### config.mk
export PLATFORM = sky130hd
export DESIGN_NAME = smpc_pad_poll
export DESIGN_NICKNAME = d
export VERILOG_FILES = /design/src/rtl/smpc_pad_poll.sv
export SDC_FILE = /design/constraint.sdc
export NUM_CORES = 1
export LEC_CHECK = 0
export ABC_AREA = 1
export BUFFER_PORTS_ARGS = -buffer_cell sky130_fd_sc_hd__buf_2
export CAP_MARGIN = 20
export CORE_ASPECT_RATIO = 0.8
export CORE_UTILIZATION = 59
export CTS_CLUSTER_DIAMETER = 30
export DETAILED_ROUTE_END_ITERATION = 8
export PLACE_DENSITY = 0.86
export SLEW_MARGIN = 40
export SYNTH_ARGS = -nofsm -noshare
export SYNTH_HDL_FRONTEND = slang
export SYNTH_SLANG_ARGS = --single-unit
### constraint.sdc
create_clock -name CLK -period 4.1 [get_ports CLK]
set_input_delay 0.205 -clock CLK [delete_from_list [all_inputs] [get_ports CLK]]
set_output_delay 0.205 -clock CLK [all_outputs]
set_load 0.03 [all_outputs]
### src/rtl/smpc_pad_poll.sv
// SMPC direct-mode peripheral scanner: walks TH/TR on both control ports and writes INTBACK pad bytes to OREG.
// Build macro SMPC_PAD_PORT2_EN enables scanning of port 2; without it port 2 always reports F0.
module smpc_pad_poll #(
    parameter int SETTLE  = 20,
    parameter int OUT_LEN = 16
) (
    input  logic       CLK,
    input  logic       RST,
    input  logic       CE,
    input  logic       START,
    input  logic       BREAK,
    input  logic [1:0] PORT_EN,
    output logic       BUSY,
    output logic       DONE,
    output logic       ABORTED,
    output logic       OUT_WE,
    output logic [4:0] OUT_ADDR,
    output logic [7:0] OUT_DATA,
    input  logic [6:0] P1I,
    output logic [6:0] P1O,
    output logic [6:0] P1OE,
    input  logic [6:0] P2I,
    output logic [6:0] P2O,
    output logic [6:0] P2OE,
    output logic [2:0] DBG_STATE
);

`ifdef SMPC_PAD_PORT2_EN
    localparam logic PORT2_SCAN = 1'b1;
`else
    localparam logic PORT2_SCAN = 1'b0;
`endif
    localparam logic [7:0] SETTLE_LD = 8'(SETTLE - 1);
    localparam logic [5:0] LEN       = 6'(OUT_LEN);

    typedef enum logic [2:0] {
        S_IDLE   = 3'd0,
        S_SEL    = 3'd1,
        S_WAIT   = 3'd2,
        S_SAMPLE = 3'd3,
        S_EMIT   = 3'd4,
        S_PAD    = 3'd5,
        S_FIN    = 3'd6
    } state_t;

    state_t      state;
    logic [7:0]  settle_cnt;
    logic [1:0]  phase;
    logic [1:0]  byte_idx;
    logic        port_q;
    logic [1:0]  scan_en;
    logic [5:0]  addr;
    logic [15:0] nibs;
    logic [1:0]  p1_sel;
    logic [1:0]  p2_sel;

    logic [3:0]  pin_nib;
    logic        pad_id_ok;
    logic        last_byte;
    logic [7:0]  emit_byte;
    logic [5:0]  addr_nx;
    logic [1:0]  sel_code;

    // nibs holds {n0,n1,n2,n3}; n3[2:0]==100 identifies a standard digital pad
    always_comb begin
        pin_nib   = port_q ? P2I[3:0] : P1I[3:0];
        pad_id_ok = scan_en[port_q] && (nibs[2:0] == 3'b100);
        addr_nx   = addr + 6'd1;
        sel_code  = {~phase[0], ~phase[1]};
        emit_byte = 8'hF0;
        last_byte = 1'b1;
        if (pad_id_ok) begin
            last_byte = (byte_idx == 2'd3);
            case (byte_idx)
                2'd0:    emit_byte = 8'hF1;
                2'd1:    emit_byte = 8'h02;
                2'd2:    emit_byte = nibs[15:8];
                default: emit_byte = nibs[7:0];
            endcase
        end
    end

    always_ff @(posedge CLK) begin
        if (RST) begin
            state      <= S_IDLE;
            BUSY       <= 1'b0;
            DONE       <= 1'b0;
            ABORTED    <= 1'b0;
            OUT_WE     <= 1'b0;
            OUT_ADDR   <= 5'd0;
            OUT_DATA   <= 8'd0;
            settle_cnt <= 8'd0;
            phase      <= 2'd0;
            byte_idx   <= 2'd0;
            port_q     <= 1'b0;
            scan_en    <= 2'b00;
            addr       <= 6'd0;
            nibs       <= 16'd0;
            p1_sel     <= 2'b11;
            p2_sel     <= 2'b11;
        end else if (CE) begin
            DONE    <= 1'b0;
            ABORTED <= 1'b0;
            OUT_WE  <= 1'b0;
            if (BREAK && state != S_IDLE) begin
                state   <= S_IDLE;
                BUSY    <= 1'b0;
                ABORTED <= 1'b1;
                p1_sel  <= 2'b11;
                p2_sel  <= 2'b11;
            end else begin
                case (state)
                    S_IDLE: begin
                        if (START) begin
                            BUSY     <= 1'b1;
                            port_q   <= 1'b0;
                            addr     <= 6'd0;
                            phase    <= 2'd0;
                            byte_idx <= 2'd0;
                            scan_en  <= {PORT2_SCAN & PORT_EN[1], PORT_EN[0]};
                            state    <= PORT_EN[0] ? S_SEL : S_EMIT;
                        end
                    end
                    S_SEL: begin
                        if (port_q) p2_sel <= sel_code;
                        else        p1_sel <= sel_code;
                        settle_cnt <= SETTLE_LD;
                        state      <= S_WAIT;
                    end
                    S_WAIT: begin
                        if (settle_cnt == 8'd0) state <= S_SAMPLE;
                        else                    settle_cnt <= settle_cnt - 8'd1;
                    end
                    S_SAMPLE: begin
                        nibs <= {nibs[11:0], pin_nib};
                        if (phase == 2'd3) begin
                            if (port_q) p2_sel <= 2'b11;
                            else        p1_sel <= 2'b11;
                            byte_idx <= 2'd0;
                            state    <= S_EMIT;
                        end else begin
                            phase <= phase + 2'd1;
                            state <= S_SEL;
                        end
                    end
                    S_EMIT: begin
                        // bytes past the end of the OREG window are consumed but not written
                        OUT_WE   <= (addr < LEN);
                        OUT_ADDR <= addr[4:0];
                        OUT_DATA <= emit_byte;
                        addr     <= addr_nx;
                        if (last_byte) begin
                            byte_idx <= 2'd0;
                            phase    <= 2'd0;
                            if (!port_q) begin
                                port_q <= 1'b1;
                                state  <= scan_en[1] ? S_SEL : S_EMIT;
                            end else begin
                                state <= (addr_nx >= LEN) ? S_FIN : S_PAD;
                            end
                        end else begin
                            byte_idx <= byte_idx + 2'd1;
                        end
                    end
                    S_PAD: begin
                        OUT_WE   <= 1'b1;
                        OUT_ADDR <= addr[4:0];
                        OUT_DATA <= 8'h00;
                        addr     <= addr_nx;
                        if (addr_nx >= LEN) state <= S_FIN;
                    end
                    S_FIN: begin
                        DONE  <= 1'b1;
                        BUSY  <= 1'b0;
                        state <= S_IDLE;
                    end
                    default: state <= S_IDLE;
                endcase
            end
        end
    end

    assign P1O       = {p1_sel, 5'b00000};
    assign P1OE      = 7'h60;
    assign P2OE      = 7'h60;
    assign DBG_STATE = state;

`ifdef SMPC_PAD_PORT2_EN
    assign P2O = {p2_sel, 5'b00000};
    wire unused_pins = &{1'b0, P1I[6:4], P2I[6:4]};
`else
    assign P2O = 7'h60;
    wire unused_pins = &{1'b0, P1I[6:4], P2I[6:4], p2_sel};
`endif

endmodule
* Yosys cells after proc, flatten, opt, wreduce, memory -nomap -nowiden *
Cells that the tools add are included.

storage, ports and cells
  register bits after elaboration = 58

operators by class
  reduce and logical (&&, ||, !) cells = 26
  eq/ne operators = 23
  multiplexer cells = 44
  $lt $le $gt $ge = 3
  bitwise operators = 3
  add/subtract/negate cells = 4

operators by type and width
  operator                                                    number
  case mux 8 bit (2 select lines)                             2
  case mux 8 bit (3 select lines)                             1
  two-way mux 2 bit                                           11
  two-way mux 3 bit                                           7
  inequality test 3 bit, second input constant                7
  AND reduction 5 bit                                         4
  case mux 3 bit (6 select lines)                             1
  two-way mux 8 bit                                           2
  == test 3 bit, second input constant                        4
  case mux 2 bit (3 select lines)                             2
  case mux 6 bit (2 select lines)                             1
  AND reduction 3 bit                                         4
  AND reduction 4 bit                                         3
  nonzero test 3 bit                                          4
  two-way mux 1 bit                                           11
  inequality test 2 bit, second input constant                5
  logical NOT 8 bit                                           1
  nonzero test 2 bit                                          4
  subtractor 8 x 1 -> 8 bit, second input constant            1
  adder 6 x 1 -> 6 bit, second input constant                 1
  == test 2 bit, second input constant                        3
  == test 3 x 2 -> 1 bit, second input constant               2
  >= comparator 6 x 5 -> 1 bit, second input constant         1
  less-than comparator 6 x 5 -> 1 bit, second input constant  1
  14 further kinds                                            20

* Depth between registers and ports, before layout *
Gate-level depths: netlist (run 1).

  word-level depth = 7
  depth in mapped cells = 11

* Worst setup path before layout (run 1) *
Ideal clock, no wire load.

  path kind = register -> register
  from = register state[1] (netlist: DBG_STATE[1])
  to = register settle_cnt[6]
  stages on the path, launching flop included = 10
  buffers on the path = 0
  required time = 3.977 ns
  library setup time = 0.123 ns
  path slack = 2.377 ns
  arrival time = 1.600 ns
  path through = dfxtp_1 > inv_2 > nor3_4 > o21ai_2 > nand2_1 > nand2_2 > nor2_1 > nand4_1 > nand2_1 > nor2_1

between the ends
  cells in the longest elaborated chain, start to end = 4
  elaborated cells on any way between the ends = 9

RTL lines
  item                                                         line  text
  start: declaration                                           46    state_t state;
  start signal: assignment                                     121   state <= PORT_EN[0] ? S_SEL : S_EMIT;
  start signal: assignment                                     157   state <= scan_en[1] ? S_SEL : S_EMIT;
  start signal: assignment                                     159   state <= (addr_nx >= LEN) ? S_FIN : S_PAD;
  branches (longest 4 deep; another with AND reduction 4 bit)  --
  end signal: assignment                                       132   else settle_cnt <= settle_cnt - 8'd1;
  end: declaration                                             47    logic [7:0] settle_cnt;

Several ways; the timed one is not identified.
A chain may end at the register's enable or synchronous reset.

* Final worst setup path (run 1) *
  from = register state[2] (netlist: DBG_STATE[2])
  to = register nibs[6]

between the ends
  cells in the longest elaborated chain, start to end = 4
  elaborated cells on any way between the ends = 5

RTL lines
  item                                    line  text
  nonzero test 3 bit                      105   if (BREAK && state != S_IDLE) begin
  logical AND 1 bit                       105
  inverter 1 bit (no source line)         --
  AND reduction 3 bit (no source line) *  --
  end signal: assignment                  135   nibs <= {nibs[11:0], pin_nib};
  end: declaration                        53    logic [15:0] nibs;

Mark *: on every way between the ends. The rest lies on a longest branch, timed or not.

==> key figures, run 1 <==
Routing
  – Violation count after the first detailed-route iteration: 170
  – Via Count: 2,934
  – Routed vias/inst: 5.38
  – WL/cell: 12.8 um
  – Final ANT Viol Nets: 0
  – Residual DRC: 0
  – Routed wire length: ~7.0 mm
  – Pre-Repair DR Iteration Count: 4

Worst setup path
  – CP Capture Type: flop
  – CP peak stage delay: 580 ps
  – Crit path buf inv count: 2
  – Kind of critical path: flop to flop
  – Worst EP required: 4310 ps
  – Slowest cell on crit path: dfxtp_1
  – CP max FO: 32
  – Crit-path cells: inv_2 > nand2_4 > nand2_4 > nand2_4 > inv_2 > nand2_2 > nor2_1 > a21oi_1 > nor2_1
  – Startpoint types: flop
  – Crit path max-delay family: simple AND/OR/NAND/NOR gates
  – CP arrival: 2190 ps
  – Most used cell, CP: nand2_4

Global routing
  – Largest net degree at the start of global routing: 33
  – Global-route wire length before repair: 11.1 mm
  – Remaining global-route overflow: 0
  – Vias in the first global route: between 2k and 3k
  – Initial antenna violation count: 0
  – Aggregate global-route resource usage: 25.4%

STA
  – Hold violation count in the final report: 0
  – Final setup fails: 0
  – Tightest Pin Transition: between 700 and 800 ps
  – PnR worst setup slack: 2130 ps
  – Post-route clock period utilization: roughly half
  – Final Slew Violations: 0
  – FMAX: 0.507 GHz
  – Post-route minimum period: 1970 ps
  – RSZ-0062 raised after global routing: no
  – Slew headroom: 49.6%
  – Clock skew: roughly 8.6 ps
  – Hold slack: 179 ps
  – Fin Setup TNS: 0 ps

Placement
  – I/O Buffers: 35
  – Gp weighted congestion: between 0.8 and 0.9
  – DP Worst Slack: 2200 ps
  – HPWL after DPL: 4.80 mm
  – Placed Area: approximately 3200 um2

Synth
  – Synth area leader: dfxtp_1
  – Post-Synth Adder-Cell Area: under 10%
  – Mapped Area: 3140 um2
  – Synth top area share: 37.0%
  – Sequential area share after synthesis: between 30% and 40%
  – Synth Area per Inst: approximately 7.1 um2
  – Largest family of logic cells by synthesized area: simple AND/OR/NAND/NOR gates
  – Synthesis Warnings: 0
  – FFs w/ async S/R, synth: 0%
  – Number of synthesized flops with an enable pin: 0
  – Syn Inst Count: 445
  – Yosys cell types: 40
  – Most common cell in the synthesized netlist: nand2_1
  – Synth Register Bits: 58
  – Simple-Gate Fraction of Synth Area: 27.4%
  – Xor/xnor cell area share of the yosys netlist: 0.558%
  – Top post-synthesis cells by count: nand2_1 (81), dfxtp_1 (58), nor2_1 (55), a21oi_1 (45), inv_1 (45)
  – Mux cell area share after synthesis: 0%
  – Ranking of synthesized cells by area: dfxtp_1 (37%), nand2_1 (9.7%), a21oi_1 (7.2%)
  – Complex-gate fraction of the synthesized area: 17.3%
  – Most used flip-flop cell after synthesis: dfxtp_1

Pwr
  – Leak pwr: 1.54 nW
  – Peak VDD IR: approximately 0.26 mV
  – Power density of the placed cells: around 470 nW/um2

Clock network
  – Num CTS Buffers: 9
  – Post_cts resized: 0
  – Post-CTS setup buffers: 0
  – TritonCTS clock tree: yes
  – Clock edge transition at the registers on the reported setup and hold paths: 70 ps
  – CTS Hold Bufs: 0
  – Clk root buf: clkbuf_8
  – Max Root-Sink Buffers: 2
  – Clock Sinks: 58
  – CTS H-tree depth: 3
  – Clk_lat worst skew: 340 ps

Cells and area
  – Number of nets in the layout: 507
  – Area grow syn2layout: 8.08%
  – Share of cells above drive strength 1: 16.1%
  – Final cell area excluding filler cells: ~3400 um2
  – Diodes inserted: 0

Die
  – Die width: 83.6 um
  – Die area: around 5600 um2
  – Ports: between 60 and 70
  – Initial core utilization: between 60% and 70%
  – Core region area: between 5000 and 6000 um2
  – FP Rows: 23
  – Die Span Y: ~67 um

Worst hold path
  – Worst Hold Class: input port to flop

Job
  – Max-cap check violation count: 0

Outcome
  – Outcome: complete, no violations
[logic make-up (layout without fill, tap and decap cells)]
group,Yosys count,count (layout)
xor+xnor,2,2
simple gates,187,187
fa+ha+maj,8,8
compound gates,98,98
buf+inv,90,104
flops,58,58
other cells,2,26
[power by group]
| group | internal, W | switching (W) | leakage [nW] |
|---|---|---|---|
| combinational | 0.000136 | 0.000332 | 0.980 |
| sequential | 0.000612 | 0.0000474 | 0.471 |
| clock | 0.000233 | 0.000222 | 0.0872 |
[worst reg2reg max path: stages (launching register included)]
cell,delay [ps]
dfxtp_1,580
inv_2,120
nand2_4,120
nand2_4,90
nand2_4,130
inv_2,90
nand2_2,400
nor2_1,120
a21oi_1,140
nor2_1,50
[sequential cells by signal (all words and copies together), names as in the netlist, 2 cells and up]
| signal | count |
|---|---|
| byte_idx | 2 |
| addr | 6 |
| nibs | 16 |
| OUT_DATA | 8 |
| p1_sel | 2 |
| OUT_ADDR | 5 |
| settle_cnt | 8 |
| DBG_STATE | 3 |
| phase | 2 |
[metrics by stage]
step	instances	util [%]	power [W]
floorplan	469	-	0.00105
global placement	529	63.8	0.00111
detailed placement	529	63.8	0.00113
CTS	545	67.0	0.00158
global route	545	67.0	0.00166
finish	545	67.0	0.00158
[cell usage in the layout, fill, tap and decap left out, types with 2 or more instances in the layout]
cell type,count
nand2_1,81
dfxtp_1,58
nor2_1,55
inv_1,45
a21oi_1,45
o21ai_0,36
buf_2,35
conb_1,26
nand3_1,22
clkbuf_8,10
ha_1,8
inv_2,7
nor2_4,6
o22ai_1,5
nor3_1,5
nand4_1,4
nand2_2,4
nand2_4,3
clkbuf_1,3
clkinv_2,3
nor2_2,2
xnor2_1,2
[routing by layer]
layer / up-vias / track usage (%) / share of wire [%]
li1: 1456 / - / -
met2: 120 / 42.7 / 46
met5: - / 0 / 0
met4: 0 / 9.53 / 1.4
met3: 12 / 7.95 / 6.4
met1: 1346 / 31.1 / 46
[cell type report]
type	count	area, um2
Clock buffer	13	149
Tap cell	62	77.6
Inverter	53	199
Clock inverter	3	15.0
Fill cell	456	1670
Multi-Input combinational cell	321	1620
Sequential cell	58	1160
Timing Repair Buffer	35	175
[path summary, 6_finish.rpt]
check	start	to	slack (ps)	cells past startpoint
min reg2reg	p1_sel[0]	p1_sel[0]	460	2
min	PORT_EN[0]	scan_en[0]	180	3
max reg2reg	DBG_STATE[2]	nibs[6]	2130	9
max	DBG_STATE[2]	nibs[6]	2130	9
No activity file was read; power rests on OpenSTA's default activity.
==> run 2, diff against run 1 <==
--- a/config.mk
+++ b/config.mk
@@ -5,14 +5,14 @@
 export SDC_FILE = /design/constraint.sdc
 export NUM_CORES = 1
 export LEC_CHECK = 0
-export ABC_AREA = 1
+export ABC_AREA = 0
 export BUFFER_PORTS_ARGS = -buffer_cell sky130_fd_sc_hd__buf_2
 export CAP_MARGIN = 20
 export CORE_ASPECT_RATIO = 0.8
-export CORE_UTILIZATION = 59
+export CORE_UTILIZATION = 49
 export CTS_CLUSTER_DIAMETER = 30
 export DETAILED_ROUTE_END_ITERATION = 8
-export PLACE_DENSITY = 0.86
+export PLACE_DENSITY = 0.76
 export SLEW_MARGIN = 40
 export SYNTH_ARGS = -nofsm -noshare
 export SYNTH_HDL_FRONTEND = slang
==> constraint.sdc (replaced) <==
create_clock -name CLK -period 1.66 [get_ports CLK]
set_input_delay 0.083 -clock CLK [delete_from_list [all_inputs] [get_ports CLK]]
set_output_delay 0.083 -clock CLK [all_outputs]
set_load 0.03 [all_outputs]
==> key figures, run 2 <==
STA
  – RSZ-0062 raised after global routing: yes
  – Clock skew: 11.6 ps (+2.99 ps)
  – Final Slew Violations: 0 (unchanged)
  – FMAX: 0.554 GHz (+9.5%)
  – PnR worst setup slack: -144 ps (-2270 ps)
  – Post-route minimum period: 1800 ps (-171 ps)
  – Final setup fails: 16 (+16)
  – Post-route clock period utilization: 109% (+61 points)
  – Hold violation count in the final report: 0 (unchanged)

Worst hold path
  – Worst Hold Depth: 3 (unchanged)
  – Worst Hold Class: input port to flop
  – Hold worst-path end: nibs[3]
  – Min-delay src: P1I[3]

Clock network
  – Max Root-Sink Buffers: 2 (unchanged)
  – Num CTS Buffers: 9 (unchanged)
  – Clock Sinks: 58 (unchanged)
  – Clk root buf: clkbuf_8
  – TritonCTS clock tree: yes
  – Clk_lat worst skew: 350 ps (about the same)
  – CTS Hold Bufs: 0 (unchanged)
  – CTS H-tree depth: 3 (unchanged)
  – Clock edge transition at the registers on the reported setup and hold paths: 70 ps (about the same)

Pwr
  – Switching power of the nets: 0.00102 W (+69%)
  – Sw Ratio: 29.3% (-8.7 points)
  – Leak pwr: 1.66 nW (+7.8%)
  – Clk pwr share: 37.2% (+8.4 points)
  – Power density of the placed cells: 843 nW/um2 (+81%)
  – Flop pwr share: 42.0% (+0.3 points)
  – Combinational share of power: 20.8% (-8.8 points)
  – Pint: 0.00246 W (+150%)
  – Peak VDD IR: 0.632 mV (+150%)

Cells and area
  – Top reg by flops: nibs
  – Final Instance Count excl. Fillers: 567 (+4.0%)
  – Share of cells above drive strength 1: 34.6% (+18 points)
  – Largest regs: nibs x16, OUT_DATA x8, settle_cnt x8
  – Number of nets in the layout: 511 (+0.79%)
  – Max reg flops: 16 (unchanged)
  – Most frequent cells in the layout: nand2_1 (59), buf_4 (55), dfxtp_1 (51)
  – Commonest non-fill, non-tap cell in the layout: nand2_1
  – Area grow syn2layout: 33.8%
  – Final cell area excluding filler cells: 4130 um2 (+22%)
  – # fillers: 481 (+5.5%)
  – Diodes inserted: 0 (unchanged)
  – Final Util: 68.7% (+1.7 points)

Job
  – Max-cap check violation count: 0 (unchanged)

Synth
  – Synthesis Warnings: 0 (unchanged)
  – Most common cell in the synthesized netlist: nand2_1
  – Synth Register Bits: 58 (unchanged)
  – Mapped Area: 3080 um2 (-1.8%)
  – Sequential area share after synthesis: 37.6% (+0.69 points)
  – Ranking of synthesized cells by area: dfxtp_1 (38%), a21oi_1 (8.1%), nand2_1 (7.5%)
  – Top post-synthesis cells by count: nand2_1 (62), dfxtp_1 (58), a21oi_1 (50), nor2_1 (32), buf_4 (26)
  – FFs w/ async S/R, synth: 0% (unchanged)
  – Synth Area per Inst: 7.73 um2 (+9.5%)
  – Yosys cell types: 47 (+18%)
  – Synth top area share: 37.6% (+0.69 points)
  – Syn Inst Count: 399 (-10%)
  – Synth area leader: dfxtp_1
  – Number of synthesized flops with an enable pin: 0 (unchanged)
  – Most used flip-flop cell after synthesis: dfxtp_1

Routing
  – Via Count: 3,048 (+3.9%)
  – Routed wire length: 8.59 mm (+24%)
  – Pre-Repair DR Iteration Count: 4 (unchanged)
  – Violation count after the first detailed-route iteration: 335 (+97%)
  – WL/cell: 15.2 um (+19%)
  – Residual DRC: 0 (unchanged)
  – Final ANT Viol Nets: 0 (unchanged)
  – Routed vias/inst: 5.38 (-0.15%)

Global routing
  – Largest net degree at the start of global routing: 25 (-24%)
  – Met2 usage: 40.8% (-1.9 points)
  – Global-route wire length before repair: 13.3 mm (+19%)
  – Initial antenna violation count: 0 (unchanged)
  – Aggregate global-route resource usage: 25.5% (+0.12 points)
  – Most Used Layer, Global Route: met2
  – Met1 GRT Util: 32.2% (+1.1 points)
  – Vias in the first global route: 2,871 (+12%)
  – GR Util met3: 8.23% (+0.28 points)
  – Remaining global-route overflow: 0 (unchanged)

Worst setup path
  – Crit path max-delay family: compound AO/OA/AOI/OAI gates
  – R2r endpoint: DBG_STATE[2]
  – R2R setup slack: -140 ps (-2270 ps)
  – CP peak stage delay: 350 ps (-230 ps)
  – Worst EP required: 1900 ps (-2410 ps)
  – CP Capture Type: flop
  – Crit-path cells: inv_2 > ha_4 > nor4b_4 > a21oi_2 > or3_4 > o31a_1 > o21a_1
  – Startpoint types: flop
  – Kind of critical path: flop to flop
  – Slowest cell on crit path: or3_4
  – FF-to-FF Start: settle_cnt[0]
  – CP arrival: 2040 ps (-150 ps)
  – CP max FO: 3 (-91%)
  – Crit path buf inv count: 1 (-1)
  – Reg2reg path depth: 7 (-2)

Placement
  – Placed Area: 3540 um2 (+9.6%)
  – DP Cell Count: 538 (+1.7%)
  – HPWL after DPL: 5.68 mm (+18%)
  – Gp weighted congestion: 0.874 (-2.2%)
  – I/O Buffers: 35 (unchanged)
  – DP Worst Slack: -120 ps (-2320 ps)

Die
  – FP Rows: 25 (+8.7%)
  – Initial core utilization: 51.4% (-11 points)
  – Die width: 90.7 um (+8.5%)
  – Die Span Y: 73.0 um (+8.5%)
  – Core region area: 6010 um2 (+19%)
  – Ports: 69 (unchanged)
  – Die area: 6620 um2 (+18%)

Outcome
  – Outcome: finished with violations
  – Violated checks: negative setup slack
run 2: worst max path at each step:
stage	start	to	slack, ps	depth (start not counted)
global route	settle_cnt[0]	DBG_STATE[2]	-190	7
detailed placement	settle_cnt[0]	DBG_STATE[2]	-120	7
CTS	settle_cnt[0]	DBG_STATE[2]	-100	7
global placement	settle_cnt[0]	DBG_STATE[2]	-60	7
floorplan	DBG_STATE[1]	phase[0]	-150	6
finish	settle_cnt[0]	DBG_STATE[2]	-140	7
run 2: area by class of cell:
class                           count  area, um2  area share, %
Clock inverter                      1       5.00          0.121
Tap cell                           81        101           2.46
Inverter                           15       56.3           1.36
Timing Repair Buffer               96        652           15.8
Sequential cell                    58       1180           28.5
Multi-Input combinational cell    302       1940           47.0
Clock buffer                       14        194           4.70
run 2: worst register-to-register path, cell delays in order, from the launching register on:
cell	delay, ps
dfxtp_2	320
inv_2	70
ha_4	130
nor4b_4	230
a21oi_2	90
or3_4	350
o31a_1	300
o21a_1	190
run 2: metal layers:
layer	vias up	routed length, um
li1	1489	-
met1	1421	3660
met2	121	4170
met3	17	584
met4	0	171
met5	-	0
run 2: kinds of logic after synthesis:
logic type               synth area share [%]
AND/OR/NAND/NOR                          22.8
AO/OA/AOI/OAI                            20.0
buffers and inverters                    11.0
flip-flops                               37.6
multiplexers                             3.25
adder cells (fa/ha/maj)                  3.25
XOR/XNOR                                 1.70
other                                   0.243
run 2: metrics by stage:
| step | setup TNS, ps | hold slack [ps] | power (W) |
|---|---|---|---|
| 5_1_grt | -2420 | 75.6 | 0.00359 |
| 4_1_cts | -376 | 47.8 | 0.00337 |
| 3_5_place_dp | -718 | 395 | 0.00207 |
| 2_1_floorplan | -449 | 230 | 0.00191 |
| 3_3_place_gp | -197 | 406 | 0.00205 |
| 6_report | -1240 | 76.6 | 0.00348 |
run 2: repair_timing:
action | in CTS | in global routing
pin swaps | 5 | 18
setup buffers | 7 | 7
hold endpoints to repair | 0 | 0
gates cloned | 0 | 1
gates resized for setup | 19 | 46
setup endpoints to repair | 13 | 26
run 2: power groups by stage:
stage	Clock, W	Sequential (W)	Combinational (W)
after floorplan	0	0.00151	0.000403
after global placement	0	0.00148	0.000570
after detailed placement	0	0.00148	0.000581
after CTS	0.00131	0.00146	0.000613
after global routing	0.00136	0.00146	0.000770
final	0.00129	0.00146	0.000723
==> run 3, diff against run 2 <==
--- a/config.mk
+++ b/config.mk
@@ -12,6 +12,7 @@
 export CORE_UTILIZATION = 49
 export CTS_CLUSTER_DIAMETER = 30
 export DETAILED_ROUTE_END_ITERATION = 8
+export HOLD_SLACK_MARGIN = 0.08
 export PLACE_DENSITY = 0.76
 export SLEW_MARGIN = 40
 export SYNTH_ARGS = -nofsm -noshare
==> key figures, run 3 (synthesized netlist as in run 2, its figures left out) <==
STA
  – Final setup fails: 17 (+1)
  – PnR worst setup slack: -138 ps (+5.41 ps)
  – Post-route minimum period: 1800 ps (-5.41 ps)
  – Final Slew Violations: 0 (unchanged)
  – FMAX: 0.556 GHz (+0.30%)
  – Hold violation count in the final report: 0 (unchanged)
  – Post-route clock period utilization: 108% (-0.33 points)
  – RSZ-0062 raised after global routing: yes
  – Clock skew: 10.2 ps (-1.32 ps)

Global routing
  – Remaining global-route overflow: 0 (unchanged)
  – Initial antenna violation count: 0 (unchanged)
  – Largest net degree at the start of global routing: 25 (unchanged)
  – Vias in the first global route: 2,895 (+0.84%)
  – Global-route wire length before repair: 13.4 mm (+0.57%)
  – Aggregate global-route resource usage: 25.7% (+0.16 points)

Placement
  – Gp weighted congestion: 0.874 (unchanged)
  – DP Worst Slack: -120 ps (unchanged)
  – HPWL after DPL: 5.68 mm (unchanged)
  – I/O Buffers: 35 (unchanged)

Worst setup path
  – CP peak stage delay: 350 ps (about the same)
  – CP max FO: 3 (unchanged)
  – Crit path buf inv count: 1 (unchanged)
  – Crit path max-delay family: compound AO/OA/AOI/OAI gates
  – Reg2reg path depth: 7 (unchanged)
  – Kind of critical path: flop to flop
  – R2R setup slack: -140 ps (about the same)
  – R2r endpoint: DBG_STATE[2]
  – FF-to-FF Start: settle_cnt[0]
  – Crit-path cells: inv_2 > ha_4 > nor4b_4 > a21oi_2 > or3_4 > o31a_1 > o21a_1
  – Worst EP required: 1900 ps (about the same)
  – CP Capture Type: flop
  – Startpoint types: flop
  – CP arrival: 2030 ps (about the same)
  – Slowest cell on crit path: or3_4

Clock network
  – CTS H-tree depth: 3 (unchanged)
  – Clock Sinks: 58 (unchanged)
  – Clock edge transition at the registers on the reported setup and hold paths: 70 ps (about the same)
  – Num CTS Buffers: 9 (unchanged)
  – Clk_lat worst skew: 340 ps (about the same)
  – TritonCTS clock tree: yes
  – Max Root-Sink Buffers: 2 (unchanged)
  – Clk root buf: clkbuf_8

Cells and area
  – FF/Latch Area: 1180 um2 (unchanged)
  – Commonest non-fill, non-tap cell in the layout: nand2_1
  – Most frequent cells in the layout: nand2_1 (59), buf_4 (55), dfxtp_1 (51)
  – Largest regs: nibs x16, OUT_DATA x8, settle_cnt x8
  – Share of cells above drive strength 1: 34.4% (-0.14 points)
  – Diodes inserted: 0 (unchanged)
  – Max reg flops: 16 (unchanged)
  – Area occupied by multi-input gates: 1940 um2 (unchanged)
  – Number of nets in the layout: 513 (+0.39%)
  – Top reg by flops: nibs
  – Area grow syn2layout: 34.4%
  – # fillers: 478 (-0.62%)

Outcome
  – Outcome: finished with violations
  – Violated checks: negative setup slack

Job
  – Max-cap check violation count: 0 (unchanged)

Die
  – Die area: 6620 um2 (unchanged)
  – Die width: 90.7 um (unchanged)
  – Ports: 69 (unchanged)
  – Core region area: 6010 um2 (unchanged)
  – Initial core utilization: 51.4% (unchanged)
  – Die Span Y: 73.0 um (unchanged)
  – FP Rows: 25 (unchanged)

Pwr
  – Leak pwr: 1.67 nW (+0.50%)
  – Power density of the placed cells: 838 nW/um2 (-0.50%)
  – Tot Pwr: 0.00348 W (about the same)
  – Peak VDD IR: 0.632 mV (about the same)

Routing
  – Violation count after the first detailed-route iteration: 273 (-19%)
  – Routed vias/inst: 5.44 (+1.2%)
  – WL/cell: 15.2 um (+0.23%)
  – Final ANT Viol Nets: 0 (unchanged)
  – Via Count: 3,095 (+1.5%)
  – Routed wire length: 8.64 mm (+0.58%)
  – Residual DRC: 0 (unchanged)
  – Pre-Repair DR Iteration Count: 5 (+1)

Worst hold path
  – Worst Hold Depth: 3 (unchanged)
  – Hold worst-path end: nibs[3]
  – Min-delay src: P2I[3]
  – Worst Hold Class: input port to flop
run 3: cell count changes in the layout (fill, tap and decap cells not counted), sizes merged:
cell         previous run  this run
dlygate4sd3             0         2
run 3: worst max path at each step:
stage / cells past startpoint / slack, ps / start / end
after floorplan: 6 / -150 / DBG_STATE[1] / phase[0]
after global placement: 7 / -60 / settle_cnt[0] / DBG_STATE[2]
after detailed placement: 7 / -120 / settle_cnt[0] / DBG_STATE[2]
after CTS: 7 / -100 / settle_cnt[0] / DBG_STATE[2]
after global routing: 9 / -220 / settle_cnt[0] / settle_cnt[2]
final: 7 / -140 / settle_cnt[0] / DBG_STATE[2]
run 3: per-stage QoR:
step / TNS [ps] / util, % / hold slack (ps) / cell area, um2 / std cells
4_1_cts: -376 / 64.6 / 80.2 / 3880 / 562
2_1_floorplan: -449 / - / 230 / 3210 / 423
5_1_grt: -2480 / 69.0 / 87.7 / 4150 / 569
6_report: -1340 / 69.0 / 92.3 / 4150 / 569
3_5_place_dp: -718 / 59.0 / 395 / 3540 / 538
3_3_place_gp: -197 / 59.0 / 406 / 3540 / 538
run 3: worst register-to-register path, cell delays in order, from the launching register on:
cell     delay [ps]
dfxtp_2         320
inv_2            70
ha_4            130
nor4b_4         230
a21oi_2          90
or3_4           350
o31a_1          300
o21a_1          190
run 3: timing repair:
action                                 in CTS  in global routing
hold buffers                                2                  0
setup endpoints to repair                  13                 26
resized for setup                          19                 46
cloned                                      0                  1
endpoints found under the hold margin       2                  0
pin swaps                                   5                 18
setup buffers                               7                  7
run 3: cell type report:
cell class	instances	area share, %
clock buffers	14	4.68
clock inverters	1	0.121
inverters	15	1.36
multi-input cells	302	46.8
flip-flops and latches	58	28.4
well taps	81	2.44
repair buffers	98	16.2
run 3: power breakdown:
group          switching [W]  internal (W)
Combinational       0.000436      0.000291
Clock               0.000543      0.000745
Sequential         0.0000356       0.00143
run 3: routing by layer:
layer,part of all wire [%],global-route usage [%],wire length (um)
met5,0,0,0
met4,3.2,10.8,276
met3,7.5,8.23,648
met2,48,41.1,4120
met1,42,32.3,3600
